<file path="config.mk">
export PLATFORM = sky130hd
export DESIGN_NAME = iq_dispatch
export DESIGN_NICKNAME = d
export VERILOG_FILES = /design/src/rtl/tomasulo_pkg.sv /design/src/rtl/iq_fifo.sv /design/src/rtl/iq_dispatch.sv
export SDC_FILE = /design/constraint.sdc
export NUM_CORES = 1
export LEC_CHECK = 0
export ABC_CLOCK_PERIOD_IN_PS = 3090
export CORE_MARGIN = 2
export CORE_UTILIZATION = 50
export CTS_CLUSTER_SIZE = 8
export DETAILED_ROUTE_END_ITERATION = 6
export PLACE_DENSITY_LB_ADDON = 0.25
export REMOVE_ABC_BUFFERS = 1
export SLEW_MARGIN = 20
export SYNTH_ARGS = -nofsm -noshare
export SYNTH_HDL_FRONTEND = slang
export SYNTH_SLANG_ARGS = --single-unit
</file>
<file path="constraint.sdc">
create_clock -name clk -period 3.09 [get_ports clk]
set_input_delay 0.4635 -clock clk [delete_from_list [all_inputs] [get_ports clk]]
set_output_delay 0.4635 -clock clk [all_outputs]
set_load 0.1 [all_outputs]
</file>
<file path="src/rtl/tomasulo_pkg.sv">
`default_nettype none
// ============================================================================
// Module   : tomasulo_pkg
// Purpose  : Shared sizing defaults, execution-unit codes and opcode ranges
//            for the instruction queue and dispatch stage.
// Revision : 1.0 - initial release
// ============================================================================
package tomasulo_pkg;

  // Default structure sizes (both powers of two)
  localparam int IQ_DEPTH_DEFAULT  = 4;
  localparam int ROB_DEPTH_DEFAULT = 32;

  // Target execution unit, as presented on ds_unit
  typedef enum logic [1:0] {
    UNIT_ADD     = 2'd0,
    UNIT_MUL     = 2'd1,
    UNIT_MEM     = 2'd2,
    UNIT_ILLEGAL = 2'd3
  } unit_e;

  // Opcode ranges on instr[31:28]; add starts at 0 so only its top is kept
  localparam logic [3:0] OPC_ADD_HI = 4'h3;
  localparam logic [3:0] OPC_MUL_LO = 4'h4;
  localparam logic [3:0] OPC_MUL_HI = 4'h5;
  localparam logic [3:0] OPC_MEM_LO = 4'h6;
  localparam logic [3:0] OPC_MEM_HI = 4'h7;

  // Map the major opcode nibble to its execution unit
  function automatic unit_e decode_unit(input logic [3:0] opc);
    unit_e u;
    if (opc <= OPC_ADD_HI) begin
      u = UNIT_ADD;
    end else if (opc >= OPC_MUL_LO && opc <= OPC_MUL_HI) begin
      u = UNIT_MUL;
    end else if (opc >= OPC_MEM_LO && opc <= OPC_MEM_HI) begin
      u = UNIT_MEM;
    end else begin
      u = UNIT_ILLEGAL;
    end
    return u;
  endfunction

endpackage
`default_nettype wire

</file>
<file path="src/rtl/iq_fifo.sv">
`default_nettype none
// ============================================================================
// Module   : iq_fifo
// Purpose  : Instruction-queue storage with head/tail pointers and occupancy.
//            Flush empties the queue; push and pop may happen together.
// Revision : 1.0 - initial release
// ============================================================================
module iq_fifo
  import tomasulo_pkg::*;
#(
  parameter int DEPTH = IQ_DEPTH_DEFAULT,
  parameter int WIDTH = 32,
  localparam int PTR_W = $clog2(DEPTH),
  localparam int CNT_W = $clog2(DEPTH + 1)
) (
  input  logic             clk,
  input  logic             rst,
  input  logic             flush,
  input  logic             push,
  input  logic [WIDTH-1:0] push_data,
  input  logic             pop,
  output logic [WIDTH-1:0] head_data,
  output logic [CNT_W-1:0] count,
  output logic             empty,
  output logic             full
);

  logic [WIDTH-1:0] mem_q [DEPTH];
  logic [WIDTH-1:0] mem_d [DEPTH];
  logic [PTR_W-1:0] head_q, head_d;
  logic [PTR_W-1:0] tail_q, tail_d;
  logic [CNT_W-1:0] count_q, count_d;
  logic             push_ok;
  logic             pop_ok;

  assign full      = (count_q == CNT_W'(DEPTH));
  assign empty     = (count_q == '0);
  assign count     = count_q;
  assign head_data = mem_q[head_q];

  // Guard against pushing into a full queue or popping an empty one
  assign push_ok = push && !full;
  assign pop_ok  = pop && !empty;

  // Next-state for storage, pointers and count; flush wins over push/pop
  always_comb begin
    mem_d   = mem_q;
    head_d  = head_q;
    tail_d  = tail_q;
    count_d = count_q;
    if (flush) begin
      head_d  = '0;
      tail_d  = '0;
      count_d = '0;
    end else begin
      if (push_ok) begin
        mem_d[tail_q] = push_data;
        tail_d        = tail_q + PTR_W'(1);
      end
      if (pop_ok) begin
        head_d = head_q + PTR_W'(1);
      end
      case ({push_ok, pop_ok})
        2'b10:   count_d = count_q + CNT_W'(1);
        2'b01:   count_d = count_q - CNT_W'(1);
        default: count_d = count_q;
      endcase
    end
  end

  // Register the queue state; reset clears entries so head_data is defined
  always_ff @(posedge clk) begin
    if (rst) begin
      for (int i = 0; i < DEPTH; i++) begin
        mem_q[i] <= '0;
      end
      head_q  <= '0;
      tail_q  <= '0;
      count_q <= '0;
    end else begin
      mem_q   <= mem_d;
      head_q  <= head_d;
      tail_q  <= tail_d;
      count_q <= count_d;
    end
  end

endmodule
`default_nettype wire

</file>
<file path="src/rtl/iq_dispatch.sv">
`default_nettype none
// ============================================================================
// Module   : iq_dispatch
// Purpose  : In-order dispatch from the instruction queue to the add, mul and
//            mem reservation stations with ROB tag allocation. Undecodable
//            head words are dropped with a one-cycle illegal pulse.
// Revision : 1.0 - initial release
// ============================================================================
module iq_dispatch
  import tomasulo_pkg::*;
#(
  parameter int IQ_DEPTH  = IQ_DEPTH_DEFAULT,
  parameter int ROB_DEPTH = ROB_DEPTH_DEFAULT,
  localparam int TAG_W = $clog2(ROB_DEPTH),
  localparam int CNT_W = $clog2(IQ_DEPTH + 1)
) (
  input  logic             clk,
  input  logic             rst,
  input  logic             fe_valid,
  input  logic [31:0]      fe_instr,
  output logic             iq_ready,
  input  logic             flush,
  input  logic             rs_add_ready,
  input  logic             rs_mul_ready,
  input  logic             rs_mem_ready,
  input  logic             rob_full,
  output logic             ds_valid,
  output logic [1:0]       ds_unit,
  output logic [31:0]      ds_instr,
  output logic [TAG_W-1:0] ds_rob_tag,
  output logic             illegal,
  output logic [CNT_W-1:0] iq_count
);

  logic [31:0]      head_instr;
  logic             iq_empty;
  logic             iq_full;
  logic             push;
  logic             pop;
  unit_e            head_unit;
  logic             head_legal;
  logic             unit_ready;
  logic             pop_legal;
  logic             pop_illegal;

  logic             ds_valid_q, ds_valid_d;
  logic [1:0]       ds_unit_q, ds_unit_d;
  logic [31:0]      ds_instr_q, ds_instr_d;
  logic [TAG_W-1:0] ds_rob_tag_q, ds_rob_tag_d;
  logic             illegal_q, illegal_d;
  logic [TAG_W-1:0] tag_q, tag_d;

  // Readiness comes only from the registered count, so a full queue refuses
  // a push even when the head leaves in the same cycle
  assign iq_ready = !iq_full;
  assign push     = fe_valid && iq_ready && !flush;
  assign pop      = pop_legal || pop_illegal;

  iq_fifo #(
    .DEPTH (IQ_DEPTH),
    .WIDTH (32)
  ) u_fifo (
    .clk       (clk),
    .rst       (rst),
    .flush     (flush),
    .push      (push),
    .push_data (fe_instr),
    .pop       (pop),
    .head_data (head_instr),
    .count     (iq_count),
    .empty     (iq_empty),
    .full      (iq_full)
  );

  assign head_unit  = decode_unit(head_instr[31:28]);
  assign head_legal = (head_unit != UNIT_ILLEGAL);

  // Select the reservation-station ready that matches the head's unit
  always_comb begin
    unit_ready = 1'b0;
    case (head_unit)
      UNIT_ADD: unit_ready = rs_add_ready;
      UNIT_MUL: unit_ready = rs_mul_ready;
      UNIT_MEM: unit_ready = rs_mem_ready;
      default:  unit_ready = 1'b0;
    endcase
  end

  // Legal heads need a ready station and a free ROB slot; illegal heads
  // are dropped unconditionally. Flush suppresses both.
  assign pop_legal   = !iq_empty && head_legal && unit_ready && !rob_full && !flush;
  assign pop_illegal = !iq_empty && !head_legal && !flush;

  // Dispatch outputs load only on a legal pop and otherwise hold
  always_comb begin
    ds_valid_d   = pop_legal;
    illegal_d    = pop_illegal;
    ds_unit_d    = ds_unit_q;
    ds_instr_d   = ds_instr_q;
    ds_rob_tag_d = ds_rob_tag_q;
    tag_d        = tag_q;
    if (pop_legal) begin
      ds_unit_d    = head_unit;
      ds_instr_d   = head_instr;
      ds_rob_tag_d = tag_q;
      tag_d        = (tag_q == TAG_W'(ROB_DEPTH - 1)) ? '0 : tag_q + TAG_W'(1);
    end
  end

  // Register dispatch outputs and the tag counter
  always_ff @(posedge clk) begin
    if (rst) begin
      ds_valid_q   <= 1'b0;
      illegal_q    <= 1'b0;
      ds_unit_q    <= '0;
      ds_instr_q   <= '0;
      ds_rob_tag_q <= '0;
      tag_q        <= '0;
    end else begin
      ds_valid_q   <= ds_valid_d;
      illegal_q    <= illegal_d;
      ds_unit_q    <= ds_unit_d;
      ds_instr_q   <= ds_instr_d;
      ds_rob_tag_q <= ds_rob_tag_d;
      tag_q        <= tag_d;
    end
  end

  assign ds_valid   = ds_valid_q;
  assign illegal    = illegal_q;
  assign ds_unit    = ds_unit_q;
  assign ds_instr   = ds_instr_q;
  assign ds_rob_tag = ds_rob_tag_q;

endmodule
`default_nettype wire

</file>
==> reports/results.ini, run 1 <==
[outcome]
status=completed

[synth]
ys.flop_type=dfxtp_1
synth_seq_cells=181
syn_inst=861
async_flop_share=0
seq_area_frac_synth=0.497
yosysWarnings=0
syn_area_per_cell_um2=8.47
yosysUniqueCellTypes=35
netlist_area_um2=7290
synth_edf_count=0

[pwr]
cellLeakagePower_nw=3.00
power_mw=4.73
irDropWorstVdd_mv=0.405
power_density_nw_per_um2=543

[place]
hpwl_mm=10.5
portBuffers=84
place_ws_ns=0.237
gp_congestion=0.783

[setup_path]
critPathMaxStageDelay_ns=0.41
worstSetupPathType=flip-flop to flip-flop
critPathMaxFanout=17
cp_cell_sequence=buf_4 > mux4_2 > mux2_2 > o211ai_4 > nand2_1 > ha_1 > inv_1 > fa_1 > xor2_1 > or3_1 > a21oi_1
critical_path.startpoint_type=flip-flop
arrival_ns=3.19
slowest_stage=mux4_2
crit_family=multiplexers
cp.required_ns=3.45
path_buf_inv=2
cp-end-kind=flip-flop

[sta]
final_hold_viol_count=0
final.setup.worst_slack_ns=0.263
drv_slew=0
fmax_ghz=0.354
skew_ns=0.00704
totalNegativeSetupSlack_ns=0
period_needed_ns=2.83
relSlewSlack=0.587
post-route-period-util=0.915
finalSetupViolCount=0
rsz0062_at_grt=no
worst-slew-pin-transition_ns=0.620

[floorplanning]
die_x_um=125
core_um2=14400
rows=44
start_util=0.508
die_height_um=125
die_area_um2=15600
pin_count=85

[grt]
grt_pass1_wl_mm=28.4
grt_max_degree=116
gr-total-overflow=0
gr-usage-all-layers=0.229
grt_antenna_before_repair=0
grt_pass1_vias=5663

[routing]
antenna_left=0
post-route-drc-count=0
wire_per_inst_um=15.7
vias=6009
via_per_inst=5.38
drt_wl_total_mm=17.5
drt-pass1-iter-count=5
drt-initial-drc-count=478

[layout]
layout_commonest_cell=nand2_1
drive_gt1_frac=0.150
final_nets=967
layout_common_cells=nand2_1, dfxtp_1, a21oi_1, buf_4, clkdlybuf4s50_1
area_delta_synth_final_pct=19.4
n_antenna_cell=0

[clock_network]
clock_latency_ns=0.43
cts.path.max_buffers=2
cts_hold_buf=0
cts_buffers=17
clk_pin_slew_worst_paths_ns=0.06
cts_max_level=4
cts_resized=0
root_buffer=clkbuf_16
cts_tree=done
post-cts-setup-buffer-count=0
cts.sinks=181

[job]
drv_cap=0

[min_path]
min_path_type=flip-flop to flip-flop

==> worst paths after layout <==
kind | start | end | slack, ns | cells after the start
setup / recovery | u_fifo.head_q[0] | u_fifo.count[2] | 0.26 | 11
hold / removal | ds_unit[0] | ds_unit[0] | 0.45 | 2
hold reg to reg | ds_unit[0] | ds_unit[0] | 0.45 | 2
setup reg to reg | u_fifo.head_q[0] | u_fifo.count[2] | 0.26 | 11
==> worst register-to-register path: cells and delay by family, from the launching register on <==
kind            cells  cell delay [ns]
compound gates      2             0.22
xor+xnor            1             0.16
fa+ha+maj           2             0.55
buf+inv             2             0.36
flops               1             0.39
mux                 2             0.71
simple gates        2             0.40
==> power by group <==
part,total [mW],switching [mW],internal (mW)
clock network,2.09,0.905,1.18
logic,0.260,0.154,0.107
registers,2.38,0.0160,2.36
==> cells in the mapped netlist, types with 2 or more instances <==
master    instances  area [um2]
nor3b_2           2        25.0
nor2_1           13        48.8
o21ai_0           4        20.0
a211oi_1          2        15.0
clkbuf_1         42         158
inv_1             9        33.8
nand3_1           2        10.0
xor2_1            2        17.5
ha_1              7        87.6
buf_6             7        78.8
mux4_2           32         721
nand2_1         342        1280
or3_1             2        12.5
and2_0            4        25.0
a21oi_1         173         866
dfxtp_1         181        3620
nor3_1            3        15.0
buf_2            16        80.1
or2_2             2        12.5
==> sequential cells by signal, summed over array words and instances (netlist names), 2 cells and up <==
name and cells:
u_fifo.mem_q 128, ds_instr 32, ds_rob_tag 5, ds_unit 2, tag_q 5, u_fifo.head_q 2, u_fifo.tail_q 2, u_fifo.count 3
==> cells by family after synthesis <==
group,after synthesis,share of synthesized area
AOI/OAI and AO/OA,183,0.129
muxes,34,0.102
xor gates and xnor gates,3,0.00360
buffers and inverters,75,0.0491
and+or+nand+nor,377,0.205
adders and majority gates,8,0.0148
DFF,181,0.497
==> routing by layer <==
metal,GRT usage,share of wire,vias up
met5,0,0,-
met4,0.0674,0.012,0
met3,0.0550,0.054,19
met2,0.374,0.48,158
met1,0.302,0.46,2863
li1,-,-,2969
==> layout make-up <==
class / count / area, um2
Sequential cell: 181 / 3630
Fill cell: 1289 / 5660
Tap cell: 184 / 230
Multi-Input combinational cell: 605 / 3320
Inverter: 9 / 33.8
Timing Repair Buffer: 105 / 933
Clock buffer: 18 / 429
Clock inverter: 14 / 136
==> stage by stage <==
| stage | std cells | area (um2) | util | hold WS (ns) |
|---|---|---|---|---|
| 2_1_floorplan | 795 | 6970 | - | 0.427 |
| 3_5_place_dp | 1084 | 8150 | 0.567 | 0.446 |
| 5_1_grt | 1116 | 8710 | 0.606 | 0.466 |
| 3_3_place_gp | 1084 | 8150 | 0.567 | 0.439 |
| 4_1_cts | 1116 | 8710 | 0.606 | 0.454 |
| 6_report | 1116 | 8710 | 0.606 | 0.450 |
No activity file was read; power rests on OpenSTA's default activity.
==> run 2: changes to the inputs <==
--- a/config.mk
+++ b/config.mk
@@ -10,7 +10,7 @@
 export CORE_UTILIZATION = 50
 export CTS_CLUSTER_SIZE = 8
 export DETAILED_ROUTE_END_ITERATION = 6
-export PLACE_DENSITY_LB_ADDON = 0.25
+export PLACE_DENSITY = 0.75
 export REMOVE_ABC_BUFFERS = 1
 export SLEW_MARGIN = 20
 export SYNTH_ARGS = -nofsm -noshare
==> run 2 against run 1 <==
- clock power rose by 6%
- clock skew hardly changed
- cell count fell by 0.18%
- combinational power about the same
- sequential share of layout area decreased by 0.11 points
- largest power group unchanged
- highest routed layer unchanged
- utilization is 0.17 points higher
- cell area up 0.27%
- total power increased by 2.7%
- register-to-register slack improved by 0.05 ns
- count of clock-buffer cells in the layout rose by 4
- fmax increased by 1.8%
==> reports/results.ini, run 2 (synthesis gave the netlist of run 1 again) <==
[outcome]
status=completed

[setup_path]
slowest_stage=mux4_2
critPathMaxFanout=5  ; -12
r2r_start=u_fifo.head_q[0]
critPathMaxStageDelay_ns=0.59  ; +0.18 ns
cp.required_ns=3.45  ; about the same
worstSetupPathType=flip-flop to flip-flop
startpoint=u_fifo.head_q[0]
critical_path.startpoint_type=flip-flop
cp_cell_sequence=mux4_2 > nor4_4 > o211ai_4 > nand2_1 > ha_1 > inv_1 > fa_1 > xor2_1 > or3_1 > a21oi_1
arrival_ns=3.14  ; -0.05 ns
cp-end-kind=flip-flop

[pwr]
irDropWorstVdd_mv=0.413  ; +2.0%
pwr-share-seq=0.490  ; -0.013
cellLeakagePower_nw=3.01  ; +0.38%
switching_share=0.214  ; -0.0134
p_int_mw=3.82  ; +4.5%
pwr-share-comb=0.053  ; -0.002
netSwitchingPower_mw=1.04  ; -3.3%
power_frac_clock=0.457  ; +0.015
power_density_nw_per_um2=556  ; +2.4%

[place]
portBuffers=84  ; unchanged
place_ws_ns=0.243  ; +0.00635 ns
gp_congestion=0.769  ; -1.8%
hpwl_mm=10.5  ; +0.17%

[sta]
skew_ns=0.00717  ; +0.000134 ns
hold_ws_ns=0.378  ; -0.0719 ns
relSlewSlack=0.587  ; about the same
period_needed_ns=2.78  ; -0.0506 ns
final.setup.worst_slack_ns=0.313  ; +0.0506 ns
rsz0062_at_grt=no
post-route-period-util=0.899  ; -0.0164
finalSetupViolCount=0  ; unchanged
final_hold_viol_count=0  ; unchanged
worst-slew-pin-transition_ns=0.620  ; +0.000341 ns
drv_slew=0  ; unchanged
fmax_ghz=0.360  ; +1.8%

[clock_network]
root_buffer=clkbuf_16
cts.sinks=181  ; unchanged
cts_max_level=4  ; unchanged
clock_latency_ns=0.43  ; about the same
cts_tree=done
post-cts-setup-buffer-count=0  ; unchanged
cts.path.max_buffers=2  ; unchanged
clk_pin_slew_worst_paths_ns=0.06  ; about the same
cts_resized=0  ; unchanged
cts_hold_buf=0  ; unchanged
cts_buffers=17  ; unchanged

[layout]
largest_reg_flops=128  ; unchanged
drive_gt1_frac=0.148  ; -0.00183
final_nets=966  ; -0.10%
layout_common_cells=nand2_1, dfxtp_1, a21oi_1, buf_4, clkdlybuf4s50_1
area_delta_synth_final_pct=19.7
fillers=1256  ; -2.6%
largest-register=u_fifo.mem_q
n_antenna_cell=0  ; unchanged
layout_commonest_cell=nand2_1

[job]
drv_cap=0  ; unchanged

[grt]
gr-total-overflow=0  ; unchanged
grt_antenna_before_repair=0  ; unchanged
grt_max_degree=101  ; -13%
grt_pass1_wl_mm=28.1  ; -1.2%
gr-usage-all-layers=0.225  ; -0.00359
grt_pass1_vias=5668  ; +0.088%

[floorplanning]
core_um2=14400  ; unchanged
die_height_um=125  ; unchanged
rows=44  ; unchanged
start_util=0.508  ; unchanged
die_area_um2=15600  ; unchanged
die_x_um=125  ; unchanged
pin_count=85  ; unchanged

[routing]
drt-initial-drc-count=420  ; -12%
vias=5962  ; -0.78%
post-route-drc-count=0  ; unchanged
drt_wl_total_mm=17.2  ; -2.1%
wire_per_inst_um=15.4  ; -1.9%
antenna_left=0  ; unchanged
drt-pass1-iter-count=4  ; -1
via_per_inst=5.35  ; -0.60%

[min_path]
min_path_type=input port to flip-flop
hold_start=rst

==> run 2: cell count changes in the layout (fill, tap and decap cells not counted), sizes merged <==
cell / delta
clkinv: -5
buf: -1
bufinv: +1
inv: -1
clkbuf: +4
==> run 2: area by class of cell <==
| type | instances | area (um2) | area share |
|---|---|---|---|
| Sequential cell | 181 | 3630 | 0.415 |
| Multi-Input combinational cell | 605 | 3320 | 0.380 |
| Timing Repair Buffer | 104 | 913 | 0.105 |
| Clock buffer | 22 | 484 | 0.0554 |
| Tap cell | 184 | 230 | 0.0264 |
| Clock inverter | 9 | 125 | 0.0143 |
| Inverter | 9 | 33.8 | 0.00387 |
==> run 2: worst paths after layout <==
check / end / slack [ns] / cells after the start
setup reg to reg: u_fifo.count[2] / 0.31 / 10
hold reg to reg: u_fifo.mem_q[20] / 0.45 / 2
hold / removal: ds_rob_tag[3] / 0.38 / 2
setup / recovery: u_fifo.count[2] / 0.31 / 10
==> run 2: stage by stage <==
stage | util | instances | power (mW) | area (um2) | setup TNS (ns)
2_1_floorplan | - | 795 | 2.53 | 6970 | -33.74
3_3_place_gp | 0.565 | 1083 | 2.68 | 8130 | 0
3_5_place_dp | 0.565 | 1083 | 2.69 | 8130 | 0
4_1_cts | 0.608 | 1114 | 4.89 | 8730 | 0
5_1_grt | 0.608 | 1114 | 5.01 | 8730 | 0
6_report | 0.608 | 1114 | 4.86 | 8730 | 0
==> run 2: power by group through the flow <==
stage               combinational (mW)  clock, mW  sequential (mW)
floorplan                       0.0944          0             2.44
global placement                 0.254          0             2.43
detailed placement               0.256          0             2.43
CTS                              0.257       2.25             2.38
global route                     0.280       2.35             2.38
finish                           0.257       2.22             2.38
==> run 2: metal layers <==
layer	GRT usage	wire length, um
met4	0.0720	204
met3	0.0451	949
met1	0.298	7570
met2	0.372	8460
met5	0	0
==> run 2: critical path: cells and delay by family (launching register included) <==
kind                     cells  cell delay, ns
flip-flops                   1            0.38
adder cells (fa/ha/maj)      2            0.56
buffers and inverters        1            0.07
AO/OA/AOI/OAI                2            0.26
multiplexers                 1            0.59
AND/OR/NAND/NOR              3            0.70
XOR/XNOR                     1            0.15
